`src/rtl/cpu_top_if.sv`:
```
// cpu_top_if: observation bus carrying the CPU's architectural state and fetched word
interface cpu_top_if;
    logic [7:0] pc;
    logic [7:0] acc;
    logic       halted;
    logic [7:0] instr;
    modport master (output pc, acc, halted, instr);
    modport slave  (input  pc, acc, halted, instr);
endinterface

```
`src/rtl/cpu_top.sv`:
```
// cpu_top: 8-bit single-cycle accumulator CPU with a combinational 256x8 instruction ROM
module instr_mem #(
    parameter logic [2047:0] IMAGE = '0
) (
    input  logic [7:0] addr,
    output logic [7:0] data
);
    assign data = IMAGE[{addr, 3'b000} +: 8];
endmodule

module cpu (
    input  logic       clk,
    input  logic       reset,
    input  logic [7:0] instr,
    output logic [7:0] pc,
    output logic [7:0] acc,
    output logic       halted
);
    typedef enum logic {RUNNING, HALTED} state_t;
    state_t     state, state_next;
    logic [7:0] pc_next, acc_next;
    logic [3:0] op;
    logic [7:0] imm;
    assign op     = instr[7:4];
    assign imm    = {4'h0, instr[3:0]};
    assign halted = (state == HALTED);
    // architectural state register; reset restarts the program from address 0
    always_ff @(posedge clk or posedge reset) begin
        if (reset) begin
            state <= RUNNING;
            pc    <= 8'h00;
            acc   <= 8'h00;
        end else begin
            state <= state_next;
            pc    <= pc_next;
            acc   <= acc_next;
        end
    end
    // decode and execute the current word; everything freezes once halted
    always_comb begin
        state_next = state;
        pc_next    = pc;
        acc_next   = acc;
        if (state == RUNNING) begin
            pc_next = pc + 8'd1;
            case (op)
                4'h1: acc_next = imm;
                4'h2: acc_next = acc + imm;
                4'h3: acc_next = acc - imm;
                4'h4: acc_next = acc & imm;
                4'h5: acc_next = acc | imm;
                4'h6: acc_next = acc ^ imm;
                4'h7: acc_next = {acc[6:0], 1'b0};
                4'h8: acc_next = {1'b0, acc[7:1]};
                4'h9: pc_next = imm;
                4'hA: pc_next = (acc == 8'h00) ? imm : pc + 8'd1;
                4'hB: acc_next = {instr[3:0], acc[3:0]};
                4'hF: begin
                    pc_next    = pc;
                    state_next = HALTED;
                end
                default: ;
            endcase
        end
    end
endmodule

module cpu_top #(
    parameter logic [2047:0] ROM_IMAGE = {1976'h0, 8'hFF, 8'hBA, 8'h11, 8'hA7,
                                          8'h6F, 8'h31, 8'h70, 8'h23, 8'h15}
) (
    input  logic      clk,
    input  logic      reset,
    cpu_top_if.master bus
);
    logic [7:0] pc, acc, instr;
    logic       halted;
    instr_mem #(.IMAGE(ROM_IMAGE)) u_mem (
        .addr (pc),
        .data (instr)
    );
    cpu u_cpu (
        .clk    (clk),
        .reset  (reset),
        .instr  (instr),
        .pc     (pc),
        .acc    (acc),
        .halted (halted)
    );
    assign bus.pc     = pc;
    assign bus.acc    = acc;
    assign bus.halted = halted;
    assign bus.instr  = instr;
endmodule

```
`src/flat_wrapper.sv`:
```
// flat-port wrapper written by rule: the top's interface ports become plain ports
module cpu_top_flat 
#(
    parameter logic [2047:0] ROM_IMAGE = {1976'h0, 8'hFF, 8'hBA, 8'h11, 8'hA7,
                                          8'h6F, 8'h31, 8'h70, 8'h23, 8'h15}
)
  (clk, reset, bus_pc, bus_acc, bus_halted, bus_instr);
  cpu_top_if bus_i ();
  input  logic clk;
  input  logic reset;
  output wire logic [$bits(bus_i.pc)-1:0] bus_pc;
  output wire logic [$bits(bus_i.acc)-1:0] bus_acc;
  output wire logic [$bits(bus_i.halted)-1:0] bus_halted;
  output wire logic [$bits(bus_i.instr)-1:0] bus_instr;
  assign bus_pc = bus_i.pc;
  assign bus_acc = bus_i.acc;
  assign bus_halted = bus_i.halted;
  assign bus_instr = bus_i.instr;
  cpu_top #(.ROM_IMAGE(ROM_IMAGE)) u_core (.clk(clk), .reset(reset), .bus(bus_i));
endmodule
```
`config.mk`:
```
export PLATFORM = sky130hd
export DESIGN_NAME = cpu_top_flat
export DESIGN_NICKNAME = d
export VERILOG_FILES = /design/src/rtl/cpu_top_if.sv /design/src/rtl/cpu_top.sv /design/src/flat_wrapper.sv
export SDC_FILE = /design/constraint.sdc
export NUM_CORES = 1
export LEC_CHECK = 0
export ABC_AREA = 1
export CORE_UTILIZATION = 25
export DETAILED_ROUTE_END_ITERATION = 16
export GPL_TIMING_DRIVEN = 0
export PLACE_DENSITY = 0.45
export SLEW_MARGIN = 20
export SYNTH_ARGS = -nofsm -noshare
export SYNTH_HDL_FRONTEND = slang
export SYNTH_SLANG_ARGS = --single-unit
```
`constraint.sdc`:
```
create_clock -name clk -period 5.4 [get_ports clk]
set_input_delay 1.08 -clock clk [delete_from_list [all_inputs] [get_ports clk]]
set_output_delay 1.08 -clock clk [all_outputs]
set_load 0.02 [all_outputs]
```
=== After elaboration in Yosys (flattened, before gate mapping) ===
Cells that the tools add are included.

* Eq/ne operators: 12
* Reduce and logical (&&, ||, !) cells: 6
* Multiplexer cells: 5
* Add/sub/neg operators: 3
* Shift-type cells: 1
* Bitwise gates (word level): 6

{| class="wikitable"
|+ Operator list
! operator !! count
|-
| $shiftx A2048 B12 Y8 const A || 1
|-
| $pmux W8 S9 || 1
|-
| $pmux W8 S3 || 1
|-
| $eq A4 B4 Y1 const B || 5
|-
| $eq A4 B3 Y1 const B || 4
|-
| $reduce_bool A9 Y1 || 1
|-
| $add A8 B1 Y8 const B || 1
|-
| $add A8 B4 Y8 || 1
|-
| $and A8 B4 Y8 || 1
|-
| $eq A4 B2 Y1 const B || 2
|-
| $logic_not A8 Y1 || 1
|-
| $mux W8 || 1
|-
| $or A8 B4 Y8 || 1
|-
| $reduce_bool A8 Y1 || 1
|-
| $sub A8 B4 Y8 || 1
|-
| $xor A8 B4 Y8 || 1
|-
| $eq A4 B1 Y1 const B || 1
|-
| $reduce_and A2 Y1 || 2
|-
| $not A1 Y1 || 3
|-
| $reduce_and A3 Y1 || 1
|-
| $mux W1 || 2
|}

* Output and inout bits: 25
* Word-level logic and storage cells: 37
* Register bits: 17
* Bits of input ports: 2

=== Longest topological paths before layout ===
* Depth after elaboration: 4
* Depth in mapped cells: 21
* Mapped depth without buffers: 21

=== Hierarchy ===
From an unflattened synthesis, not the netlist that was laid out.

* Cell total of the unflattened synthesis: 332
* Area, all modules: 2039.5 µm²

{| class="wikitable"
|+ By module, submodules not included
! module !! sequential area each (µm²) !! instances !! cells an instance !! area each (µm²)
|-
| cpu || 425.4 || 1 || 282 || 1776.7
|-
| instr_mem || 0.0 || 1 || 50 || 262.8
|}

=== Worst setup path after synthesis ===
No wires, ideal clock.

* Path type: register to register
* From: register u_core.u_cpu.pc[0]
* To: register u_core.u_cpu.acc[5]
* Stages on the path, launching flop included: 20
* Arrival: 3.537 ns
* Path buffers: 0
* Data required time: 5.283 ns
* Period minus slack after synthesis: 3.654 ns
* Setup time: 0.117 ns
* Path slack: 1.746 ns
* Path through: dfrtp_1 > inv_1 > ha_1 > nand2_1 > nand2_2 > nand2_8 > nor2_1 > inv_1 > ha_1 > inv_1 > nand2_1 > xor2_1 > ha_1 > a21oi_1 > o211ai_1 > or2_2 > nand3_1 > nand4_1 > nand2_1 > nand2_1

* Elaborated cells between the ends (all ways): 15
* Those cells by class: add/sub: 2; eq/ne: 9; shift: 1; mux: 1; reduce/logical: 2

{| class="wikitable"
|+ RTL lines
! item !! line !! RTL
|-
| start: declaration || cpu_top.sv:15 || <nowiki>output logic [7:0] pc,</nowiki>
|-
| start signal: assignment || cpu_top.sv:35 || <nowiki>pc <= pc_next;</nowiki>
|-
| $shiftx A2048 B12 Y8 (*) || cpu_top.sv:8 || <nowiki>assign data = IMAGE[{addr, 3'b000} +: 8];</nowiki>
|-
| via bus_instr[0] || flat_wrapper.sv:14 || <nowiki>output wire logic [$bits(bus_i.instr)-1:0] bus_instr;</nowiki>
|-
| $sub A8 B4 Y8 / $add A8 B4 Y8 (equally long branches) || cpu_top.sv:49, cpu_top.sv:48 ||
|-
| $pmux W8 S9 (*) || cpu_top.sv:46 || <nowiki>case (op)</nowiki>
|-
| end signal: assignment || cpu_top.sv:36 || <nowiki>acc <= acc_next;</nowiki>
|-
| end: declaration || cpu_top.sv:16 || <nowiki>output logic [7:0] acc,</nowiki>
|}

The timed path passes the listed nets; every way through them passes the cells marked *.
A chain may end at the register's enable or synchronous reset.

=== Worst setup path after layout ===
* From: register u_core.u_cpu.pc[0]
* To: register u_core.u_cpu.acc[7]

* Cells in the longest elaborated chain, start to end: 4
* Elaborated cells between the ends (all ways): 15
* Those cells by class: add/sub: 2; eq/ne: 9; shift: 1; mux: 1; reduce/logical: 2

{| class="wikitable"
|+ Ends and longest elaborated chain
! item !! line
|-
| $shiftx A2048 B12 Y8 (*) || cpu_top.sv:8
|-
| branches (longest 3 deep; another with $sub A8 B4 Y8) || n/a
|}

Every way passes the cells marked *.

==> impl_metrics.ini <==
[sta]
rsz0062_at_grt = no
final_max_slew_viol_count = 0
fin_crit_sh_pct = 75.8
fin_skew_ns = 0.00811
finalSetupTns_ns = 0
max_freq_mhz = 244
tightest_slew_ns = 0.680
min_period_ns = 4.10
hold_violations = 0
setup_viol = 0
max_slew_margin_pct = 54.6

[floorplan]
ios = 27
core_area_um2 = 8640
row_count = 34
die_w_um = 96.2
dieArea_um2 = 9250
initial_core_util_pct = 25.7
die_y_um = 96.2

[min_path]
min-delay-path-class = reg -> reg

[finish]
final_common_cell = nand2_1
mostFrequentLayoutCells = nand2_1, inv_1, nand3_1, clkdlybuf4s50_1, ha_1
layout-drive-gt1-share_pct = 16.8
regArea_um2 = 425
utilization_pct = 30.8
nets = 380
multi_input_area_um2 = 1570
antenna_cells = 0
fillers = 955
area_delta_synth_final_pct = 19.9

[drt]
finalWirelength_um = 6290
vias = 2144
postRouteAntennaNets = 0
firstDrtPassIters = 4
drtIter0Drc = 70
via_per_inst = 4.66
wl_per_cell_um = 13.7
drc = 0

[worst_setup_path]
arrival_ns = 4.23
critPathMaxFanout = 9
start_kind = flop
critPathCaptureType = flop
required_ns = 5.54
crit_type = reg -> reg

[global_route]
grt_pass1_wl_um = 10400
grt_max_degree = 18
grt_use_total_pct = 14.6
gr-total-overflow = 0
grt_antenna_before_repair = 0
grt_pass1_vias = 2075

[logic_synthesis]
ys.warnings.count = 0
syn_nets = 349
synth_area_um2 = 2220
yosysSeqAreaShare_pct = 19.2
synth_cell_types = 34
syn_avg_cell_area_um2 = 6.89
synth_area_leader_cell = dfrtp_1
synth_area_leaders = dfrtp_1, nand2_1, ha_1
ys_seq_elements = 17
syn_inst = 322
synth_top_cell_area_share_pct = 19.2

[power_and_ir_drop]
p_sw_share_pct = 20.7
ir_worst_vdd_uv = 61.5
pwr-share-seq_pct = 56.4
p_switching_uw = 46.7
p_clk_share_pct = 42.2
p_per_area_nw_per_um2 = 84.9
intPower_uw = 179
p_leak_nw = 1.34
power_frac_comb_pct = 1.4

[clock_tree]
clockBufferDepth = 2
numCtsBuffers = 3
root_buffer = clkbuf_8
ctsHoldBuffers = 0
cts.clk_slew.worst_paths_ns = 0.07
ctsResizeCount = 0
clk-insertion-delay-late_ns = 0.25
htreeDepth = 1
cts_setup_buffers = 0
cts_tree = built
cts.sinks = 17

[placement]
port_buffers = 26
place.gp.congestion = 0.797
dp_hpwl_um = 4930

[status]
status = finished clean

[job]
drv_cap = 0
registers in the layout (all words and copies together) (netlist names):
register             count
u_core.u_cpu.acc         8
u_core.u_cpu.halted      1
u_core.u_cpu.pc          8
area by class of cell:
type                            instances  area share [%]
Tap cell                              108            5.08
Clock buffer                            3            1.55
Multi-Input combinational cell        251            58.9
Clock inverter                          1           0.188
Inverter                               51            7.24
Sequential cell                        17            16.0
Buffer                                  3            1.27
Timing Repair Buffer                   26            9.78
Yosys cell counts:
cell,number
nor3_1,2
fa_1,1
o211ai_1,4
nor2_8,4
nand3_4,1
o21ai_1,2
a21oi_4,1
inv_2,12
buf_6,3
a31oi_1,2
and2_1,1
nand2_2,12
nor3_2,3
nor2_2,3
dfrtp_1,17
nand2_4,2
clkinv_2,1
nand2_1,91
nand4_1,10
clkinv_1,1
nor2_1,20
o31ai_1,2
ha_1,24
o21ai_2,3
a21oi_1,12
inv_1,37
o21ai_0,6
xor2_1,4
nor2_4,5
nand2_8,1
a22oi_1,3
xnor2_1,2
or2_2,4
nand3_1,26
routing by layer:
| layer | global-route usage (%) | wire (um) | vias up |
|---|---|---|---|
| met1 | 19.5 | 2990 | 998 |
| met4 | 2.49 | 8 | 0 |
| met2 | 25.8 | 3080 | 49 |
| met5 | 0 | 0 | - |
| li1 | - | - | 1095 |
| met3 | 1.03 | 211 | 2 |
worst max-delay path: stages, from the launching register on:
cell,delay (ns)
dfrtp_1,0.52
inv_1,0.21
ha_1,0.21
nand2_1,0.08
nand2_2,0.14
nand2_8,0.12
nor2_1,0.53
inv_1,0.28
ha_1,0.27
inv_1,0.07
nand2_1,0.06
xor2_1,0.15
ha_1,0.33
a21oi_1,0.27
nand2_1,0.13
a31oi_1,0.22
nand3_1,0.12
nand3_1,0.10
nand2_1,0.06
nand2_1,0.06
nand2_1,0.05
path summary, 6_finish.rpt:
path | start | end | slack (ns) | depth (start not counted)
worst max-delay path | u_core.u_cpu.pc[0] | u_core.u_cpu.acc[7] | 1.31 | 20
worst min-delay path | u_core.u_cpu.pc[5] | u_core.u_cpu.pc[5] | 0.60 | 1
worst max register to register | u_core.u_cpu.pc[0] | u_core.u_cpu.acc[7] | 1.31 | 20
worst min register to register | u_core.u_cpu.pc[5] | u_core.u_cpu.pc[5] | 0.60 | 1
max in group asynchronous | reset | u_core.u_cpu.pc[5] | 3.73 | 2
min in group asynchronous | reset | u_core.u_cpu.acc[3] | 1.23 | 2
cell families after synthesis:
logic type | after synthesis | synth area share (%)
buffers and inverters | 54 | 10.2
AND/OR/NAND/NOR | 185 | 43.8
adder cells (fa/ha/maj) | 25 | 14.4
AO/OA/AOI/OAI | 35 | 10.0
XOR/XNOR | 6 | 2.37
flip-flops | 17 | 19.2
power by group through the flow:
stage                     logic, mW  clock network [mW]  registers, mW
after floorplan             0.00192                   0          0.130
after global placement      0.00360                   0          0.130
after detailed placement    0.00369                   0          0.130
after CTS                   0.00366               0.101          0.127
after global routing        0.00408               0.105          0.127
final                       0.00326              0.0953          0.127
through the flow:
step	hold slack [ns]	total power [mW]	instance area [um2]	cells	setup slack [ns]
5_1_grt	0.644	0.237	2660	460	0.938
2_1_floorplan	0.640	0.132	2220	322	1.75
3_5_place_dp	0.589	0.133	2610	456	1.31
3_3_place_gp	0.583	0.133	2610	456	1.35
4_1_cts	0.609	0.231	2660	460	1.29
6_report	0.604	0.226	2660	460	1.31
Note: power is estimated with default switching activity, not from simulation.
